## config.mk

```make
export PLATFORM = sky130hd
export DESIGN_NAME = subservient_gpio_bank
export DESIGN_NICKNAME = d
export VERILOG_FILES = /design/src/rtl/subservient_gpio_bank.sv
export SDC_FILE = /design/constraint.sdc
export NUM_CORES = 1
export LEC_CHECK = 0
export CORE_MARGIN = 2
export CORE_UTILIZATION = 40
export CTS_BUF_LIST = sky130_fd_sc_hd__clkbuf_16
export DETAILED_ROUTE_END_ITERATION = 10
export PLACE_DENSITY = 0.78
export SYNTH_ARGS = -nofsm -noshare
export SYNTH_HDL_FRONTEND = slang
export SYNTH_SLANG_ARGS = --single-unit
export TNS_END_PERCENT = 5
```

## constraint.sdc

```tcl
create_clock -name i_clk -period 2.1 [get_ports i_clk]
set_input_delay 0.21 -clock i_clk [delete_from_list [all_inputs] [get_ports i_clk]]
set_output_delay 0.21 -clock i_clk [all_outputs]
set_load 0.03 [all_outputs]
```

## src/rtl/subservient_gpio_bank.sv

```systemverilog
// WIDTH-channel GPIO bank on the subservient peripheral Wishbone port: per-bit direction,
// input synchronisers, rising-edge capture into write-1-to-clear pending bits, level irq.
module subservient_gpio_bank #(
    parameter int unsigned WIDTH       = 8,
    parameter int unsigned SYNC_STAGES = 2
) (
    input  logic             i_clk,
    input  logic             i_rst_n,
    input  logic [31:0]      i_wb_adr,
    input  logic [31:0]      i_wb_dat,
    input  logic [3:0]       i_wb_sel,
    input  logic             i_wb_we,
    input  logic             i_wb_stb,
    output logic [31:0]      o_wb_rdt,
    output logic             o_wb_ack,
    input  logic [WIDTH-1:0] i_gpio,
    output logic [WIDTH-1:0] o_gpio,
    output logic [WIDTH-1:0] o_gpio_oe,
    output logic             o_irq
);

    typedef enum logic [1:0] {
        RegData = 2'd0,
        RegDir  = 2'd1,
        RegIe   = 2'd2,
        RegIp   = 2'd3
    } reg_e;

    logic [31:0]      r_rdt;
    logic             r_ack;
    logic [WIDTH-1:0] r_out;
    logic [WIDTH-1:0] r_dir;
    logic [WIDTH-1:0] r_ie;
    logic [WIDTH-1:0] r_ip;
    logic [WIDTH-1:0] r_prev;
    logic [WIDTH-1:0] r_sync [SYNC_STAGES];

    logic             w_req;
    logic             w_wr;
    logic             w_rd;
    reg_e             w_reg;
    logic [31:0]      w_wmask;
    logic [31:0]      w_wbits;
    logic [WIDTH-1:0] w_lmask;
    logic [WIDTH-1:0] w_lbits;
    logic [WIDTH-1:0] w_sync_in;
    logic [WIDTH-1:0] w_rise;
    logic [WIDTH-1:0] w_out_d;
    logic [WIDTH-1:0] w_dir_d;
    logic [WIDTH-1:0] w_ie_d;
    logic [WIDTH-1:0] w_ip_clr;
    logic [WIDTH-1:0] w_ip_d;
    logic [31:0]      w_rdata;
    logic             w_unused;

    // A strobe is accepted only while ack is low, so each access takes two cycles.
    assign w_req = i_wb_stb & ~r_ack;
    assign w_wr  = w_req & i_wb_we;
    assign w_rd  = w_req & ~i_wb_we;
    assign w_reg = reg_e'(i_wb_adr[3:2]);

    always_comb begin
        w_wmask = {{8{i_wb_sel[3]}}, {8{i_wb_sel[2]}}, {8{i_wb_sel[1]}}, {8{i_wb_sel[0]}}};
        w_wbits = i_wb_dat & w_wmask;
    end

    assign w_lmask = w_wmask[WIDTH-1:0];
    assign w_lbits = w_wbits[WIDTH-1:0];

    assign w_sync_in = r_sync[SYNC_STAGES-1];
    assign w_rise    = w_sync_in & ~r_prev;

    always_comb begin
        w_out_d  = r_out;
        w_dir_d  = r_dir;
        w_ie_d   = r_ie;
        w_ip_clr = '0;
        if (w_wr) begin
            case (w_reg)
                RegData: w_out_d  = (r_out & ~w_lmask) | w_lbits;
                RegDir:  w_dir_d  = (r_dir & ~w_lmask) | w_lbits;
                RegIe:   w_ie_d   = (r_ie & ~w_lmask) | w_lbits;
                RegIp:   w_ip_clr = w_lbits;
                default: ;
            endcase
        end
        // A new edge in the same cycle as its clear keeps the bit pending.
        w_ip_d = (r_ip & ~w_ip_clr) | (w_rise & r_ie);
    end

    always_comb begin
        w_rdata = '0;
        case (w_reg)
            RegData: w_rdata[WIDTH-1:0] = (r_dir & r_out) | (~r_dir & w_sync_in);
            RegDir:  w_rdata[WIDTH-1:0] = r_dir;
            RegIe:   w_rdata[WIDTH-1:0] = r_ie;
            RegIp:   w_rdata[WIDTH-1:0] = r_ip;
            default: w_rdata = '0;
        endcase
    end

    always_ff @(posedge i_clk or negedge i_rst_n) begin
        if (!i_rst_n) begin
            r_ack <= 1'b0;
            r_rdt <= '0;
        end else begin
            r_ack <= w_req;
            if (w_rd) begin
                r_rdt <= w_rdata;
            end
        end
    end

    always_ff @(posedge i_clk or negedge i_rst_n) begin
        if (!i_rst_n) begin
            r_out <= '0;
            r_dir <= '0;
            r_ie  <= '0;
            r_ip  <= '0;
        end else begin
            r_out <= w_out_d;
            r_dir <= w_dir_d;
            r_ie  <= w_ie_d;
            r_ip  <= w_ip_d;
        end
    end

    always_ff @(posedge i_clk or negedge i_rst_n) begin
        if (!i_rst_n) begin
            for (int i = 0; i < int'(SYNC_STAGES); i++) begin
                r_sync[i] <= '0;
            end
            r_prev <= '0;
        end else begin
            r_sync[0] <= i_gpio;
            for (int i = 1; i < int'(SYNC_STAGES); i++) begin
                r_sync[i] <= r_sync[i-1];
            end
            r_prev <= w_sync_in;
        end
    end

    assign o_wb_ack  = r_ack;
    assign o_wb_rdt  = r_rdt;
    assign o_gpio    = r_out;
    assign o_gpio_oe = r_dir;
    assign o_irq     = |r_ip;

    // Address bits outside [3:2] and data lanes above WIDTH are deliberately ignored.
    assign w_unused = ^{i_wb_adr[31:4], i_wb_adr[1:0], w_wmask, w_wbits};

endmodule

```

==> results.sh <==
export IMPL_cts_buffers=9
export IMPL_hold_viol=0
export IMPL_slew_headroom_pct=60.1
export IMPL_cts_resized_gates=0
export IMPL_worst_path_stages=3
export IMPL_critPathBufInv=1
export IMPL_gp_congestion=0.734
export IMPL_syn_inst=184
export IMPL_cts_sinks=65
export IMPL_start_util_pct=41.2
export IMPL_setup_worst_path_class="flop to output pin"
export IMPL_tritoncts="done"
export IMPL_layout_commonest_cell="dfrtp_1"
export IMPL_skew_ps=5.99
export IMPL_port_buffers=48
export IMPL_grt_max_degree=42
export IMPL_grt_setup_unrepaired="false"
export IMPL_syn_cell_area_um2=2790
export IMPL_tns_ps=0
export IMPL_die_area_um2=7650
export IMPL_ant_nets=0
export IMPL_period_needed_ps=2010
export IMPL_fin_nets=329
export IMPL_grt_pass1_wl_um=8250
export IMPL_yosysWarnings=0
export IMPL_final_cell_mix="dfrtp_1, clkdlybuf4s50_1, mux2_2, conb_1"
export IMPL_p_per_area_nw_per_um2=1080
export IMPL_cp_data_arrival_time_ps=1800
export IMPL_core_um2=6760
export IMPL_seq_area_frac_synth_pct=58.4
export IMPL_maxSlewViolCount=0
export IMPL_clk_pin_slew_ps=50
export IMPL_ys_seq_elements=65
export IMPL_reg2reg_depth=3
export IMPL_drt_iter0_drc=79
export IMPL_r2r_slack_ps=460
export IMPL_avgViaCountPerCell=4.83
export IMPL_antenna_found_initial=0
export IMPL_overflow=0
export IMPL_grt_usage_pct=15.0
export IMPL_worstSetupEndpointType="output pin"
export IMPL_post_cts_setup_buffer_count=0
export IMPL_chipHeight_um=87.5
export IMPL_cts_max_level=3
export IMPL_nFillCells=544
export IMPL_max_freq_ghz=0.497
export IMPL_min_path_type="input port to flop"
export IMPL_wl_um=5140
export IMPL_whs_ps=324
export IMPL_synth_area_per_cell_um2=15.1
export IMPL_cp_cell_sequence="nor4_1 -> nand2_1 -> clkdlybuf4s50_1"
export IMPL_wire_per_inst_um=15.5
export IMPL_drc=0
export IMPL_critPathSlowestCell="clkdlybuf4s50_1"
export IMPL_row_count=30
export IMPL_max_cap_violations=0
export IMPL_seq_area_um2=1630
export IMPL_cts_buffer_depth=2
export IMPL_hold_buffers=1
export IMPL_drive_gt1_share_pct=26.7
export IMPL_reg2reg_to="o_wb_rdt[6]$_DFFE_PN0P_"
export IMPL_crit_start="r_ip[0]$_DFF_PN0_"
export IMPL_worst_slew_pin_slew_ps=598
export IMPL_syn_to_final_growth_pct=29.7
export IMPL_clock_root_buffer="clkbuf_16"
export IMPL_ios=130
export IMPL_grt_pass1_vias=1646
export IMPL_multi_input_area_um2=1010
export IMPL_p_leak_nw=1.60
export IMPL_vdd_drop_max_v=0.000547
export IMPL_cp_endpoint="o_irq"
export IMPL_synth_distinct_cells=19
export IMPL_finalSetupViolations=0
export IMPL_worstPathRequired_ps=1890
export IMPL_clock_latency_ps=330
export IMPL_critPathMaxFanout=3
export IMPL_fin_crit_sh_pct=95.9
export IMPL_dr_pass1_iters=4
export IMPL_hpwlAfterDp_um=3600
export IMPL_die_w_um=87.5
export IMPL_status="complete, no violations"
export IMPL_cp_start_kind="flop"
export IMPL_critPathMaxStageDelay_ps=600
export IMPL_antennaDiodeCount=0
export IMPL_vias=1598
export IMPL_crit_family="buffers and inverters"
==> cell type report <==
type	instances	share of cell area, %
Clock buffer	9	6.23
Multi-Input combinational cell	106	27.8
Sequential cell	65	45.0
Timing Repair Buffer	59	16.9
Inverter	8	0.831
Tap cell	80	2.77
Clock inverter	4	0.450
==> synthesized netlist by cell type <==
| master | instances | area share [%] |
|---|---|---|
| buf_6 | 1 | 0.40 |
| nor3_4 | 1 | 0.58 |
| clkbuf_1 | 1 | 0.13 |
| mux4_2 | 2 | 1.6 |
| nand4b_4 | 1 | 0.85 |
| conb_1 | 1 | 0.13 |
| nor4_1 | 2 | 0.45 |
| inv_1 | 8 | 1.1 |
| nand2_1 | 10 | 1.3 |
| dfrtp_1 | 65 | 58 |
| o21ai_0 | 8 | 1.4 |
| nor2b_1 | 1 | 0.22 |
| mux2_4 | 6 | 3.2 |
| mux2_2 | 34 | 14 |
| nor3b_4 | 2 | 1.3 |
| buf_4 | 26 | 7.0 |
| mux4_1 | 6 | 5.7 |
| o31ai_1 | 8 | 2.2 |
| nand2b_1 | 1 | 0.22 |
==> cell families after synthesis <==
logic type / count (synthesis) / share of synthesized area (%)
compound gates: 16 / 3.59
buf+inv: 36 / 8.62
flops: 65 / 58.4
mux: 48 / 24.2
other cells: 1 / 0.135
simple gates: 18 / 5.03
==> stage by stage <==
stage	util (%)	total power [mW]	cell area, µm²	setup slack, ps	instances
2_1_floorplan	-	2.29	2870	404	207
6_report	53.5	3.90	3610	86.7	331
3_5_place_dp	49.8	2.70	3360	196	317
3_3_place_gp	49.8	2.68	3360	220	317
4_1_cts	53.5	3.95	3610	34.2	331
5_1_grt	53.5	4.10	3610	28.5	331
==> power breakdown <==
part           internal (mW)  leakage (nW)  switching, mW  total, mW
clock network          0.759         0.127          0.467       1.23
registers               1.47         0.765          0.161       1.64
logic                  0.522         0.712          0.520       1.04
==> worst reg2reg max path, stage by stage (launching register included) <==
cell,delay (ps)
dfrtp_1,430
mux2_4,310
mux4_1,510
mux2_2,270
==> how the worst min path moves through the flow <==
stage,from,endpoint,slack [ps],cells after the start
floorplan,i_rst_n,asynchronous set/reset pin,-90,0
CTS,i_gpio[4],r_sync[12]$_DFF_PN0_,310,1
detailed placement,i_rst_n,asynchronous set/reset pin,240,1
finish,i_gpio[4],r_sync[12]$_DFF_PN0_,320,1
global placement,i_rst_n,w_sync_in[0]$_DFF_PN0_,240,1
global route,i_gpio[6],r_sync[14]$_DFF_PN0_,320,1
==> routing by layer <==
| metal | share of wire [%] | GRT usage (%) | up-vias |
|---|---|---|---|
| met5 | 0 | 0 | - |
| li1 | - | - | 745 |
| met4 | 1.4 | 5.03 | 0 |
| met1 | 44 | 19.1 | 793 |
| met2 | 50 | 23.1 | 53 |
| met3 | 5.0 | 6.07 | 7 |
(Power assumes the default switching activity.)
